`config.mk`:
```
export PLATFORM = sky130hd
export DESIGN_NAME = if_id_branch_unit
export DESIGN_NICKNAME = d
export VERILOG_FILES = /design/src/rtl/if_id_branch_unit.sv
export SDC_FILE = /design/constraint.sdc
export NUM_CORES = 1
export LEC_CHECK = 0
export BUFFER_PORTS_ARGS = -buffer_cell sky130_fd_sc_hd__buf_4
export CAP_MARGIN = 20
export CORE_MARGIN = 3
export CORE_UTILIZATION = 40
export CTS_CLUSTER_SIZE = 24
export DETAILED_ROUTE_END_ITERATION = 8
export PLACE_DENSITY = 0.75
export SLEW_MARGIN = 20
export SYNTH_ARGS = -nofsm -noshare
export SYNTH_HDL_FRONTEND = slang
export SYNTH_SLANG_ARGS = --single-unit
export TNS_END_PERCENT = 50
```
`constraint.sdc`:
```
create_clock -name CPUCLK -period 3.6 [get_ports CPUCLK]
set_clock_uncertainty 0.1 [all_clocks]
set_input_delay 0.72 -clock CPUCLK [delete_from_list [all_inputs] [get_ports CPUCLK]]
set_output_delay 0.72 -clock CPUCLK [all_outputs]
set_load 0.03 [all_outputs]
```
`src/rtl/if_id_branch_unit.sv`:
```
// IF/ID pipeline register with decode, load-use/branch hazard detection and ID-stage beq/bne resolution.
// Optional hazard statistics counters are enabled by defining HAZARD_STATS_EN.
module if_id_branch_unit #(
    parameter logic [31:0] NOP_WORD = 32'h0000_0000,
    parameter int          STAT_W   = 16
) (
    input  logic        CPUCLK,
    input  logic        reset,
    input  logic [31:0] inst_in,
    input  logic [31:0] pc_add_4_in,
    input  logic [31:0] rs_data,
    input  logic [31:0] rt_data,
    input  logic        ex_reg_write,
    input  logic        ex_mem_read,
    input  logic [4:0]  ex_rd,
    input  logic        mem_mem_read,
    input  logic [4:0]  mem_rd,
    output logic [31:0] instr_id,
    output logic [31:0] pc_add_4_id,
    output logic [4:0]  rs_addr,
    output logic [4:0]  rt_addr,
    output logic        stall,
    output logic        id_bubble,
    output logic        branch_confirm,
    output logic [31:0] branch_addr
`ifdef HAZARD_STATS_EN
    ,
    output logic [STAT_W-1:0] stall_cnt,
    output logic [STAT_W-1:0] flush_cnt,
    output logic [STAT_W-1:0] branch_cnt
`endif
);

    localparam logic [5:0] OP_RTYPE = 6'b000000;
    localparam logic [5:0] OP_BEQ   = 6'b000100;
    localparam logic [5:0] OP_BNE   = 6'b000101;
    localparam logic [5:0] OP_SW    = 6'b101011;

    // A producer register matches the ID instruction's sources; $0 never matches.
    function automatic logic reg_match(input logic [4:0] r, input logic [4:0] rs,
                                       input logic [4:0] rt, input logic uses_rt);
        reg_match = (r != 5'd0) && ((r == rs) || (uses_rt && (r == rt)));
    endfunction

    logic [31:0] instr_q, instr_d;
    logic [31:0] pc4_q, pc4_d;
    logic [5:0]  op_s;
    logic        is_beq_s, is_bne_s, is_branch_s, uses_rt_s;
    logic        load_use_s, br_ex_s, br_mem_s, stall_s;
    logic        operands_eq_s, branch_confirm_s;
    logic [31:0] branch_off_s;

    // Opcode decode of the held instruction.
    always_comb begin
        op_s      = instr_q[31:26];
        is_beq_s  = 1'b0;
        is_bne_s  = 1'b0;
        uses_rt_s = 1'b0;
        case (op_s)
            OP_RTYPE: uses_rt_s = 1'b1;
            OP_BEQ: begin
                is_beq_s  = 1'b1;
                uses_rt_s = 1'b1;
            end
            OP_BNE: begin
                is_bne_s  = 1'b1;
                uses_rt_s = 1'b1;
            end
            OP_SW:    uses_rt_s = 1'b1;
            default:  uses_rt_s = 1'b0;
        endcase
        is_branch_s = is_beq_s | is_bne_s;
    end

    // Hazard detection and branch resolution; a stalled branch never confirms.
    always_comb begin
        load_use_s = ex_mem_read && reg_match(ex_rd, instr_q[25:21], instr_q[20:16], uses_rt_s);
        br_ex_s    = is_branch_s && ex_reg_write
                     && reg_match(ex_rd, instr_q[25:21], instr_q[20:16], uses_rt_s);
        br_mem_s   = is_branch_s && mem_mem_read
                     && reg_match(mem_rd, instr_q[25:21], instr_q[20:16], uses_rt_s);
        stall_s    = load_use_s | br_ex_s | br_mem_s;
        operands_eq_s    = (rs_data == rt_data);
        branch_confirm_s = is_branch_s && !stall_s
                           && (is_beq_s ? operands_eq_s : !operands_eq_s);
        branch_off_s     = {{14{instr_q[15]}}, instr_q[15:0], 2'b00};
    end

    // IF/ID next state: hold on stall, flush on taken branch, else advance.
    always_comb begin
        instr_d = instr_q;
        pc4_d   = pc4_q;
        if (stall_s) begin
            instr_d = instr_q;
            pc4_d   = pc4_q;
        end else if (branch_confirm_s) begin
            instr_d = NOP_WORD;
            pc4_d   = 32'h0000_0000;
        end else begin
            instr_d = inst_in;
            pc4_d   = pc_add_4_in;
        end
    end

    // IF/ID pipeline register.
    always_ff @(posedge CPUCLK or posedge reset) begin
        if (reset) begin
            instr_q <= NOP_WORD;
            pc4_q   <= 32'h0000_0000;
        end else begin
            instr_q <= instr_d;
            pc4_q   <= pc4_d;
        end
    end

    assign instr_id       = instr_q;
    assign pc_add_4_id    = pc4_q;
    assign rs_addr        = instr_q[25:21];
    assign rt_addr        = instr_q[20:16];
    assign stall          = stall_s;
    assign id_bubble      = stall_s;
    assign branch_confirm = branch_confirm_s;
    assign branch_addr    = pc4_q + branch_off_s;

`ifdef HAZARD_STATS_EN
    localparam logic [STAT_W-1:0] STAT_ONE = {{(STAT_W-1){1'b0}}, 1'b1};

    logic [STAT_W-1:0] stall_cnt_q, stall_cnt_d;
    logic [STAT_W-1:0] flush_cnt_q, flush_cnt_d;
    logic [STAT_W-1:0] branch_cnt_q, branch_cnt_d;

    // Saturating event counters.
    always_comb begin
        stall_cnt_d  = stall_cnt_q;
        flush_cnt_d  = flush_cnt_q;
        branch_cnt_d = branch_cnt_q;
        if (stall_s && (stall_cnt_q != {STAT_W{1'b1}})) begin
            stall_cnt_d = stall_cnt_q + STAT_ONE;
        end else begin
            stall_cnt_d = stall_cnt_q;
        end
        if (branch_confirm_s && (flush_cnt_q != {STAT_W{1'b1}})) begin
            flush_cnt_d = flush_cnt_q + STAT_ONE;
        end else begin
            flush_cnt_d = flush_cnt_q;
        end
        if (is_branch_s && !stall_s && (branch_cnt_q != {STAT_W{1'b1}})) begin
            branch_cnt_d = branch_cnt_q + STAT_ONE;
        end else begin
            branch_cnt_d = branch_cnt_q;
        end
    end

    // Statistics registers.
    always_ff @(posedge CPUCLK or posedge reset) begin
        if (reset) begin
            stall_cnt_q  <= {STAT_W{1'b0}};
            flush_cnt_q  <= {STAT_W{1'b0}};
            branch_cnt_q <= {STAT_W{1'b0}};
        end else begin
            stall_cnt_q  <= stall_cnt_d;
            flush_cnt_q  <= flush_cnt_d;
            branch_cnt_q <= branch_cnt_d;
        end
    end

    assign stall_cnt  = stall_cnt_q;
    assign flush_cnt  = flush_cnt_q;
    assign branch_cnt = branch_cnt_q;
`else
    logic unused_stat_w_s;
    assign unused_stat_w_s = (STAT_W > 0);
`endif

endmodule
```
==> results of run 1 <==
## flip-flops by register name, summed over array words and instances (netlist names)
signal       flops
instr_id        32
pc_add_4_id     32
## cell usage after synthesis, types with 2 or more instances
cell type,n
a21oi_2,2
nand3_1,7
a21boi_0,2
clkbuf_1,14
buf_4,21
or4_1,3
xor2_1,19
xnor2_1,57
nor2_1,17
o21bai_1,3
o21ai_2,2
nor2b_1,2
o31ai_1,2
nor3_1,5
and3_1,3
o21a_1,3
buf_2,6
o21ai_0,25
nor4_1,3
buf_6,2
nand2b_1,3
a21oi_1,26
ha_1,29
o211ai_1,3
nand4_1,12
a31oi_1,6
a21o_1,14
o311a_1,2
o21ai_1,50
inv_1,7
nand2_1,147
mux2i_1,2
dfrtp_1,64
a211oi_2,2
a211oi_1,3
## kinds of logic (layout without fill, tap and decap cells)
group | Yosys count | in the layout | share of synthesized area
xor+xnor | 76 | 76 | 0.138
simple gates | 209 | 209 | 0.186
compound gates | 154 | 154 | 0.200
mux | 2 | 2 | 0.00416
buf+inv | 50 | 294 | 0.0600
fa+ha+maj | 30 | 30 | 0.0795
flops | 64 | 64 | 0.332
## worst max-delay path, stage by stage, from the launching register on
cell	delay (ns)
dfrtp_1	0.38
ha_2	0.21
fa_2	0.37
a211oi_4	0.25
o21bai_2	0.13
nand4_1	0.15
a211oi_2	0.10
o21ai_2	0.22
o21ai_2	0.09
o211a_1	0.24
o311a_1	0.30
buf_6	0.14
## layer usage
layer  GRT usage  part of all wire  up-vias
met1       0.279              0.37     2368
li1            -                 -     2478
met4      0.0889             0.025        0
met5           0                 0        -
met3      0.0433             0.059       30
met2       0.451              0.54      183
## cell type report
type / instances / area share
clock inverters: 7 / 0.0172
clock buffers: 9 / 0.0309
repair buffers: 271 / 0.282
flip-flops and latches: 64 / 0.220
multi-input cells: 471 / 0.422
inverters: 7 / 0.00361
well taps: 143 / 0.0245
## power breakdown
part	internal, mW	leakage (nW)	switching [mW]
Clock	0.685	0.171	0.357
Combinational	0.613	2.57	0.809
Sequential	0.774	0.749	0.0710
Total	2.07	3.49	1.24
## placed cells by master, fill, tap and decap left out, types with 9 or more instances in the layout
cell         n
buf_4      266
nand2_1    145
dfrtp_1     63
xnor2_1     57
o21ai_1     53
a21oi_1     23
o21ai_0     20
ha_1        19
xor2_1      18
nor2_1      17
a21o_1      14
nand4_1     12
clkbuf_16    9
## worst min-delay path by stage
stage	slack (ns)	startpoint	endpoint	cells after the start
6_report	0.39	reset	pc_add_4_id[29]$_DFFE_PP0N_	3
5_1_grt	0.42	reset	pc_add_4_id[28]$_DFFE_PP0N_	3
4_1_cts	0.39	reset	pc_add_4_id[28]$_DFFE_PP0N_	3
3_5_place_dp	0.42	pc_add_4_id[27]$_DFFE_PP0N_	pc_add_4_id[27]$_DFFE_PP0N_	2
3_3_place_gp	0.40	pc_add_4_id[10]$_DFFE_PP0N_	pc_add_4_id[10]$_DFFE_PP0N_	2
2_1_floorplan	0.56	pc_add_4_id[0]$_DFFE_PP0N_	pc_add_4_id[0]$_DFFE_PP0N_	2
## per-stage QoR
stage,cells,cell area (um^2),TNS [ns]
6_report,972,7290,-0.426
5_1_grt,972,7290,-1.44
4_1_cts,970,7170,-0.713
3_5_place_dp,944,6700,0
3_3_place_gp,944,6700,0
2_1_floorplan,585,4820,0
## what timing repair did
action	CTS	global route
pin swaps	15	9
gates resized for setup	14	23
setup endpoints to repair	10	13
setup buffers	10	3
hold buffers	0	0
==> reports/results.ini, run 1 <==
[run_status]
status=finished with violations
violations=negative setup slack

[power_and_ir_drop]
p_per_area_mw_per_mm2=454
p_leak_nw=3.49
ir_worst_vdd_mv=0.209
total_power_mw=3.31

[synth]
syn_area_mm2=0.00482
yosysWarnings=0
synthCells=585
synth-edff-count=0
synth.top_cell.area_share=0.332
synth_largest_area_cell=dfrtp_1
synth-seq-area-share=0.332
yosys-top-cells-area=dfrtp_1 33%, nand2_1 11%, xnor2_1 10%
synthDistinctLibCells=52
synth-seq-cells=64
syn_avg_cell_area_um2=8.23
async_flop_share=1.00
synth_top_flop_cell=dfrtp_1
synth_nets=758

[worst_setup_path]
critPathLaunchType=register
crit_type=register to output port
cp-endpoint=branch_addr[30]
required_ns=2.78
cp_max_fo=3
r2r_cells=7
endpoint_kind=output port
crit_start=instr_id[0]$_DFFE_PP0N_
reg2reg_to=pc_add_4_id[28]$_DFFE_PP0N_
arrival_ns=2.92
r2r_slack_ns=0.71
rr_startpoint=instr_id[27]$_DFFE_PP0N_

[sta]
grt_setup_unrepaired=yes
fin_ws_ns=-0.142
holdWs_ns=0.387
slew_headroom=0.540
maxSlewViolCount=0
period_share=1.04
hold_viol=0
report.final.setup_viol=5
fmax_mhz=267
worst_pin_slew_ns=0.691
period_needed_ns=3.74

[floorplanning]
ioPinCount=252
coreArea_mm2=0.0116
die_x_um=116
rows=39
dieArea_mm2=0.0134
start_util=0.415
die_h_um=116

[cells_and_area]
post-route-util=0.628
multiInputGateArea_mm2=0.00308
seqCellArea_mm2=0.00160
n_fill_cell=982
layout-drive-gt1-share=0.390
finalNetCount=997
diodes=0
area_delta_synth_final_pct=51.3

[global_route]
gr-total-overflow=0
grt_max_degree=69
antenna_found_initial=0
grt_pass1_vias=5063
grt_pass1_wl_mm=25.6
grt.total_usage=0.243

[routing]
wirelength_mm=16.5
antenna_left=0
via_per_inst=5.20
wl_per_cell_um=17.0
drc=0
drt_iter0_markers=279
dr.pass1.iters=4
via_count=5059

[placed_design]
post-place-ws_ns=0.0150
gp_congestion=0.855
numPortBuffers=251
dp_hpwl_mm=12.9

[cts]
cts_sinks=64
cts_tree=yes
numCtsBuffers=9
clock_latency_ns=0.33
cts_buffer_depth=2
path_clk_slew_ns=0.06
cts_root_buf=clkbuf_16
cts.htree.levels=3

[job]
cap_violations=0

[hold_path]
worst_hold_path_type=primary input to async pin

Power figures use the tool's default switching activity.
==> inputs of run 2 (changes only) <==
Settings changed: CAP_MARGIN 20 to 25, CELL_PAD_IN_SITES_DETAIL_PLACEMENT from default to 0, CELL_PAD_IN_SITES_GLOBAL_PLACEMENT from default to 2, CORE_UTILIZATION 40 to 25, PLACE_DENSITY 0.75 to 0.85.
==> run 2 against run 1 <==
The flow still finishes with violations (negative setup slack). Final cell count increased by 13%. Non-clock buffer count grew 7. Clock power decreased by 13%. Final area increased by 3.0%. Global-route usage shrank 8.9 points. Clock-buffer cell count increased by 1. Sequential share of layout area down 0.59 points. Combinational power about the same. Wire length rose by 1.3%. Critical path type unchanged. Critical endpoint unchanged.
==> reports/results.ini, run 2 (same netlist as run 1, synthesis figures left out) <==
[run_status]
status=finished with violations
violations=negative setup slack

[worst_setup_path]
rr_startpoint=instr_id[29]$_DFFE_PP0N_
required_ns=2.78  ; about the same
cp_slowest_cell=dfrtp_1
slowest_delay_ns=0.39  ; about the same
cp_max_fo=3  ; unchanged
endpoint_kind=output port
critPathLaunchType=register
r2r_cells=7  ; unchanged
cp_top_family=compound AO/OA/AOI/OAI gates
r2r_slack_ns=0.98  ; +0.27 ns
arrival_ns=2.84  ; -0.08 ns
path_cells=ha_2 -> fa_2 -> a211oi_2 -> o21bai_2 -> nand4_1 -> a211oi_2 -> o21ai_2 -> o21ai_2 -> o211a_1 -> o311a_1 -> buf_6
reg2reg_to=instr_id[8]$_DFFE_PP0N_
critPathBufInv=1  ; unchanged
crit_type=register to output port

[cts]
path_clk_slew_ns=0.06  ; about the same
cts_root_buf=clkbuf_16
clock_latency_ns=0.34  ; about the same
cts.htree.levels=3  ; unchanged
cts_sinks=64  ; unchanged
holdBufCountCts=0  ; unchanged
cts_tree=yes
cts_buffer_depth=2  ; unchanged
numCtsBuffers=9  ; unchanged

[sta]
fmax_mhz=273  ; +2.2%
fin_ws_ns=-0.0616  ; +0.0809 ns
period_needed_ns=3.66  ; -0.0809 ns
grt_setup_unrepaired=yes
worst_pin_slew_ns=0.707  ; +0.0160 ns
report.final.setup_viol=1  ; -4
period_share=1.02  ; -0.0225
holdWs_ns=0.369  ; -0.0175 ns
hold_viol=0  ; unchanged
slew_headroom=0.529  ; -0.0107
maxSlewViolCount=0  ; unchanged

[floorplanning]
ioPinCount=252  ; unchanged
coreArea_mm2=0.0188  ; +62%
dieArea_mm2=0.0210  ; +57%
die_h_um=145  ; +25%
die_x_um=145  ; +25%
rows=50  ; +28%
start_util=0.256  ; -0.159

[global_route]
grt_pass1_vias=4883  ; -3.6%
antenna_found_initial=0  ; unchanged
grt_pass1_wl_mm=25.4  ; -0.78%
gr-total-overflow=0  ; unchanged
grt_max_degree=125  ; +81%
grt.total_usage=0.154  ; -0.0893

[placed_design]
dp_hpwl_mm=13.3  ; +2.8%
post-place-ws_ns=0.118  ; +0.103 ns
numPortBuffers=251  ; unchanged
gp_congestion=0.837  ; -2.1%

[routing]
via_per_inst=4.44  ; -15%
drt_iter0_markers=133  ; -52%
drc=0  ; unchanged
dr.pass1.iters=4  ; unchanged
wirelength_mm=16.7  ; +1.3%
antenna_left=0  ; unchanged
via_count=4870  ; -3.7%
wl_per_cell_um=15.3  ; -10%

[hold_path]
worst_hold_path_type=primary input to async pin

[cells_and_area]
n_fill_cell=1992  ; +100%
diodes=0  ; unchanged
finalNetCount=1004  ; +0.70%
final_common_cell=buf_4
area_delta_synth_final_pct=55.8
layout-drive-gt1-share=0.409  ; +0.0195
mostFrequentLayoutCells=273 x buf_4, 144 x nand2_1, 60 x dfrtp_1, 57 x xnor2_1, 53 x o21ai_1

[power_and_ir_drop]
p_per_area_mw_per_mm2=425  ; -6.5%
p_leak_nw=3.50  ; +0.28%
ir_worst_vdd_mv=0.232  ; +11%

[job]
cap_violations=0  ; unchanged

[run 2: area by class of cell]
type / count / area, um^2 / share of cell area
clock inverter: 6 / 67.6 / 0.00900
sequential: 64 / 1610 / 0.214
clock buffer: 10 / 239 / 0.0318
timing repair buffer: 278 / 2110 / 0.281
multi-input combinational: 471 / 3130 / 0.417
inverter: 7 / 26.3 / 0.00350
tap: 260 / 325 / 0.0433
[run 2: per-stage QoR]
step                std cells  total power [mW]  setup TNS, ns  utilization  instance area [um^2]
floorplan                 585              1.69              0            -                  4820
global placement         1065              2.22              0        0.366                  6890
detailed placement       1065              2.22              0        0.366                  6890
CTS                      1086              3.18         -0.472        0.388                  7300
global route             1096              3.37          -1.02        0.399                  7510
finish                   1096              3.19        -0.0616        0.399                  7510
[run 2: routing by layer]
metal | vias up | part of all wire | track usage
li1 | 2504 | - | -
met1 | 2204 | 0.42 | 0.190
met2 | 150 | 0.51 | 0.270
met3 | 12 | 0.058 | 0.0365
met4 | 0 | 0.013 | 0.0378
met5 | - | 0 | 0
[run 2: how the worst max path moves through the flow]
stage	slack, ns	end	cells after the start	start
floorplan	0.0006	branch_addr[31]	9	instr_id[15]$_DFFE_PP0N_
global placement	0.12	branch_addr[30]	11	instr_id[0]$_DFFE_PP0N_
detailed placement	0.12	branch_addr[30]	11	instr_id[0]$_DFFE_PP0N_
CTS	-0.16	branch_addr[30]	11	instr_id[0]$_DFFE_PP0N_
global route	-0.23	branch_addr[30]	11	instr_id[0]$_DFFE_PP0N_
finish	-0.06	branch_addr[30]	11	instr_id[0]$_DFFE_PP0N_
[run 2: power breakdown]
| part | total, mW | switching, mW | internal (mW) |
|---|---|---|---|
| Combinational | 1.44 | 0.816 | 0.624 |
| Clock | 0.904 | 0.347 | 0.557 |
| Sequential | 0.842 | 0.0680 | 0.774 |
[run 2: repair_timing]
| item | in CTS | in global routing |
|---|---|---|
| pin swaps | 9 | 23 |
| gates cloned | 0 | 0 |
| setup buffers | 5 | 10 |
| resized for setup | 16 | 31 |
| endpoints found under the setup margin | 9 | 14 |
==> inputs of run 3 (changes only) <==
Settings changed: GPL_TIMING_DRIVEN from default to 0, SKIP_LAST_GASP from default to 1.
==> run 3 against run 2 <==
The run still ends with negative setup slack left. Via count grew 3.9%. Final cell count grew 2.9%. Global-route usage is 1.3 points higher. Wire length rose by 6.1%. Sequential power barely moved. Flip-flop and latch count unchanged. Critical path type unchanged. Largest power group unchanged. Highest routed layer unchanged.
==> reports/results.ini, run 3 (same netlist as run 1, synthesis figures left out) <==
[cts]
clock_latency_ns=0.34  ; about the same
cts_buffer_depth=2  ; unchanged
numCtsBuffers=9  ; unchanged
cts.htree.levels=3  ; unchanged
path_clk_slew_ns=0.06  ; about the same
cts_sinks=64  ; unchanged
cts_root_buf=clkbuf_16
cts_tree=yes

[cells_and_area]
layout-drive-gt1-share=0.401  ; -0.00817
seqCellArea_mm2=0.00161  ; unchanged
n_fill_cell=1981  ; -0.55%
mostFrequentLayoutCells=284 x buf_4, 146 x nand2_1, 62 x dfrtp_1, 57 x xnor2_1, 52 x o21ai_1
diodes=0  ; unchanged
area_delta_synth_final_pct=58.0
multiInputGateArea_mm2=0.00306  ; -2.3%
instances_no_fill=1128  ; +2.9%
finalNetCount=1036  ; +3.2%
final_common_cell=buf_4

[floorplanning]
rows=50  ; unchanged
start_util=0.256  ; unchanged
coreArea_mm2=0.0188  ; unchanged
ioPinCount=252  ; unchanged
die_x_um=145  ; unchanged
die_h_um=145  ; unchanged
dieArea_mm2=0.0210  ; unchanged

[power_and_ir_drop]
swShare=0.389  ; +0.00313
p_comb_frac=0.453  ; about the same
switchingPower_mw=1.23  ; about the same
p_leak_nw=3.61  ; +3.1%
ir_worst_vdd_mv=0.180  ; -23%
p_int_mw=1.93  ; -1.3%
p_per_area_mw_per_mm2=415  ; -2.2%
p_seq_frac=0.267  ; +0.003
pwr-share-clk=0.281  ; -0.003

[placed_design]
gp_congestion=0.837  ; about the same
dp_hpwl_mm=14.7  ; +10%
numPortBuffers=251  ; unchanged
dp_cells=1097  ; +3.0%

[routing]
drt_iter0_markers=145  ; +9.0%
via_per_inst=4.49  ; +0.99%
antenna_left=0  ; unchanged
dr.pass1.iters=4  ; unchanged
wirelength_mm=17.8  ; +6.1%
via_count=5062  ; +3.9%
drc=0  ; unchanged
wl_per_cell_um=15.7  ; +3.1%

[worst_setup_path]
critPathLaunchType=register
r2r_cells=7  ; unchanged
slowest_delay_ns=0.40  ; about the same
path_cells=ha_2 -> fa_2 -> a211oi_4 -> o21bai_2 -> nand4_1 -> a211oi_2 -> o21ai_2 -> o21ai_4 -> o211a_1 -> o311a_1 -> buf_6
arrival_ns=2.95  ; +0.11 ns
cp_top_family=compound AO/OA/AOI/OAI gates
endpoint_kind=output port
cp_slowest_cell=dfrtp_1
required_ns=2.78  ; about the same
r2r_slack_ns=1.19  ; +0.21 ns
crit_cells=11  ; unchanged
critPathBufInv=1  ; unchanged
crit_type=register to output port
cp_max_fo=2  ; -1

[sta]
fin_ws_ns=-0.168  ; -0.106 ns
report.final.setup_viol=6  ; +5
holdWs_ns=0.262  ; -0.107 ns
fmax_mhz=265  ; -2.8%
period_needed_ns=3.77  ; +0.106 ns
maxSlewViolCount=0  ; unchanged
period_share=1.05  ; +0.0296
grt_setup_unrepaired=yes
slew_headroom=0.577  ; +0.0482
hold_viol=0  ; unchanged
worst_pin_slew_ns=0.634  ; -0.0724 ns

[run_status]
violations=negative setup slack
status=finished with violations

[global_route]
grt.total_usage=0.167  ; +0.0129
grt_pass1_vias=5013  ; +2.7%
antenna_found_initial=0  ; unchanged
gr-total-overflow=0  ; unchanged
grt_max_degree=40  ; -68%
grt_pass1_wl_mm=27.1  ; +6.9%

[job]
cap_violations=0  ; unchanged

[hold_path]
worst_hold_path_type=primary input to async pin

[run 3: cell types whose count changed in the layout (fill, tap and decap cells not counted), moves of 3 or more]
cell | before | now
buf_2 | 1 | 6
ha_1 | 14 | 19
a21oi_1 | 20 | 23
dfrtp_2 | 4 | 1
ha_2 | 8 | 5
buf_4 | 273 | 284
clkbuf_1 | 0 | 12
[run 3: power groups by stage]
stage / clock (mW) / combinational, mW / sequential, mW
4_1_cts: 0.915 / 1.43 / 0.843
5_1_grt: 0.939 / 1.55 / 0.854
2_1_floorplan: 0 / 0.742 / 0.944
6_report: 0.888 / 1.43 / 0.844
3_3_place_gp: 0 / 1.37 / 0.856
3_5_place_dp: 0 / 1.38 / 0.857
[run 3: worst paths after layout]
path,to,startpoint
worst min-delay path,pc_add_4_id[29]$_DFFE_PP0N_,reset
max in group asynchronous,pc_add_4_id[3]$_DFFE_PP0N_,reset
worst min register to register,pc_add_4_id[26]$_DFFE_PP0N_,pc_add_4_id[26]$_DFFE_PP0N_
worst max-delay path,branch_addr[30],pc_add_4_id[2]$_DFFE_PP0N_
worst max register to register,instr_id[5]$_DFFE_PP0N_,instr_id[29]$_DFFE_PP0N_
min in group CPUCLK,pc_add_4_id[26]$_DFFE_PP0N_,pc_add_4_id[26]$_DFFE_PP0N_
[run 3: cell type report]
class / count / share of cell area
Multi-Input combinational cell: 471 / 0.402
Timing Repair Buffer: 267 / 0.266
Sequential cell: 64 / 0.211
Tap cell: 260 / 0.0427
Buffer: 43 / 0.0353
Clock buffer: 9 / 0.0296
Clock inverter: 7 / 0.00953
Inverter: 7 / 0.00378
[run 3: layer usage]
layer  GRT usage  share of wire  vias up
met1       0.204           0.42     2324
met3      0.0286          0.052       14
met2       0.297           0.51      153
met4      0.0535          0.016        0
met5           0              0        -
li1            -              -     2571
[run 3: repair_timing]
| item | 4_1_cts | 5_1_grt |
|---|---|---|
| gates cloned | 0 | 0 |
| buffers inserted | 11 | 4 |
| pin swaps | 17 | 9 |
| setup endpoints to repair | 15 | 17 |
| hold buffers | 0 | 0 |
| resized for setup | 20 | 14 |
[run 3: per-stage QoR]
stage          setup slack, ns  TNS (ns)  area, um^2  power [mW]  utilization
6_report                -0.168    -0.444        7610        3.16        0.404
5_1_grt                 -0.320     -2.38        7610        3.34        0.404
4_1_cts                 -0.289     -1.24        7510        3.19        0.399
3_5_place_dp            -0.266     -3.94        7060        2.23        0.375
3_3_place_gp            -0.254     -3.41        7030        2.23        0.374
2_1_floorplan         0.000608         0        4820        1.69            -
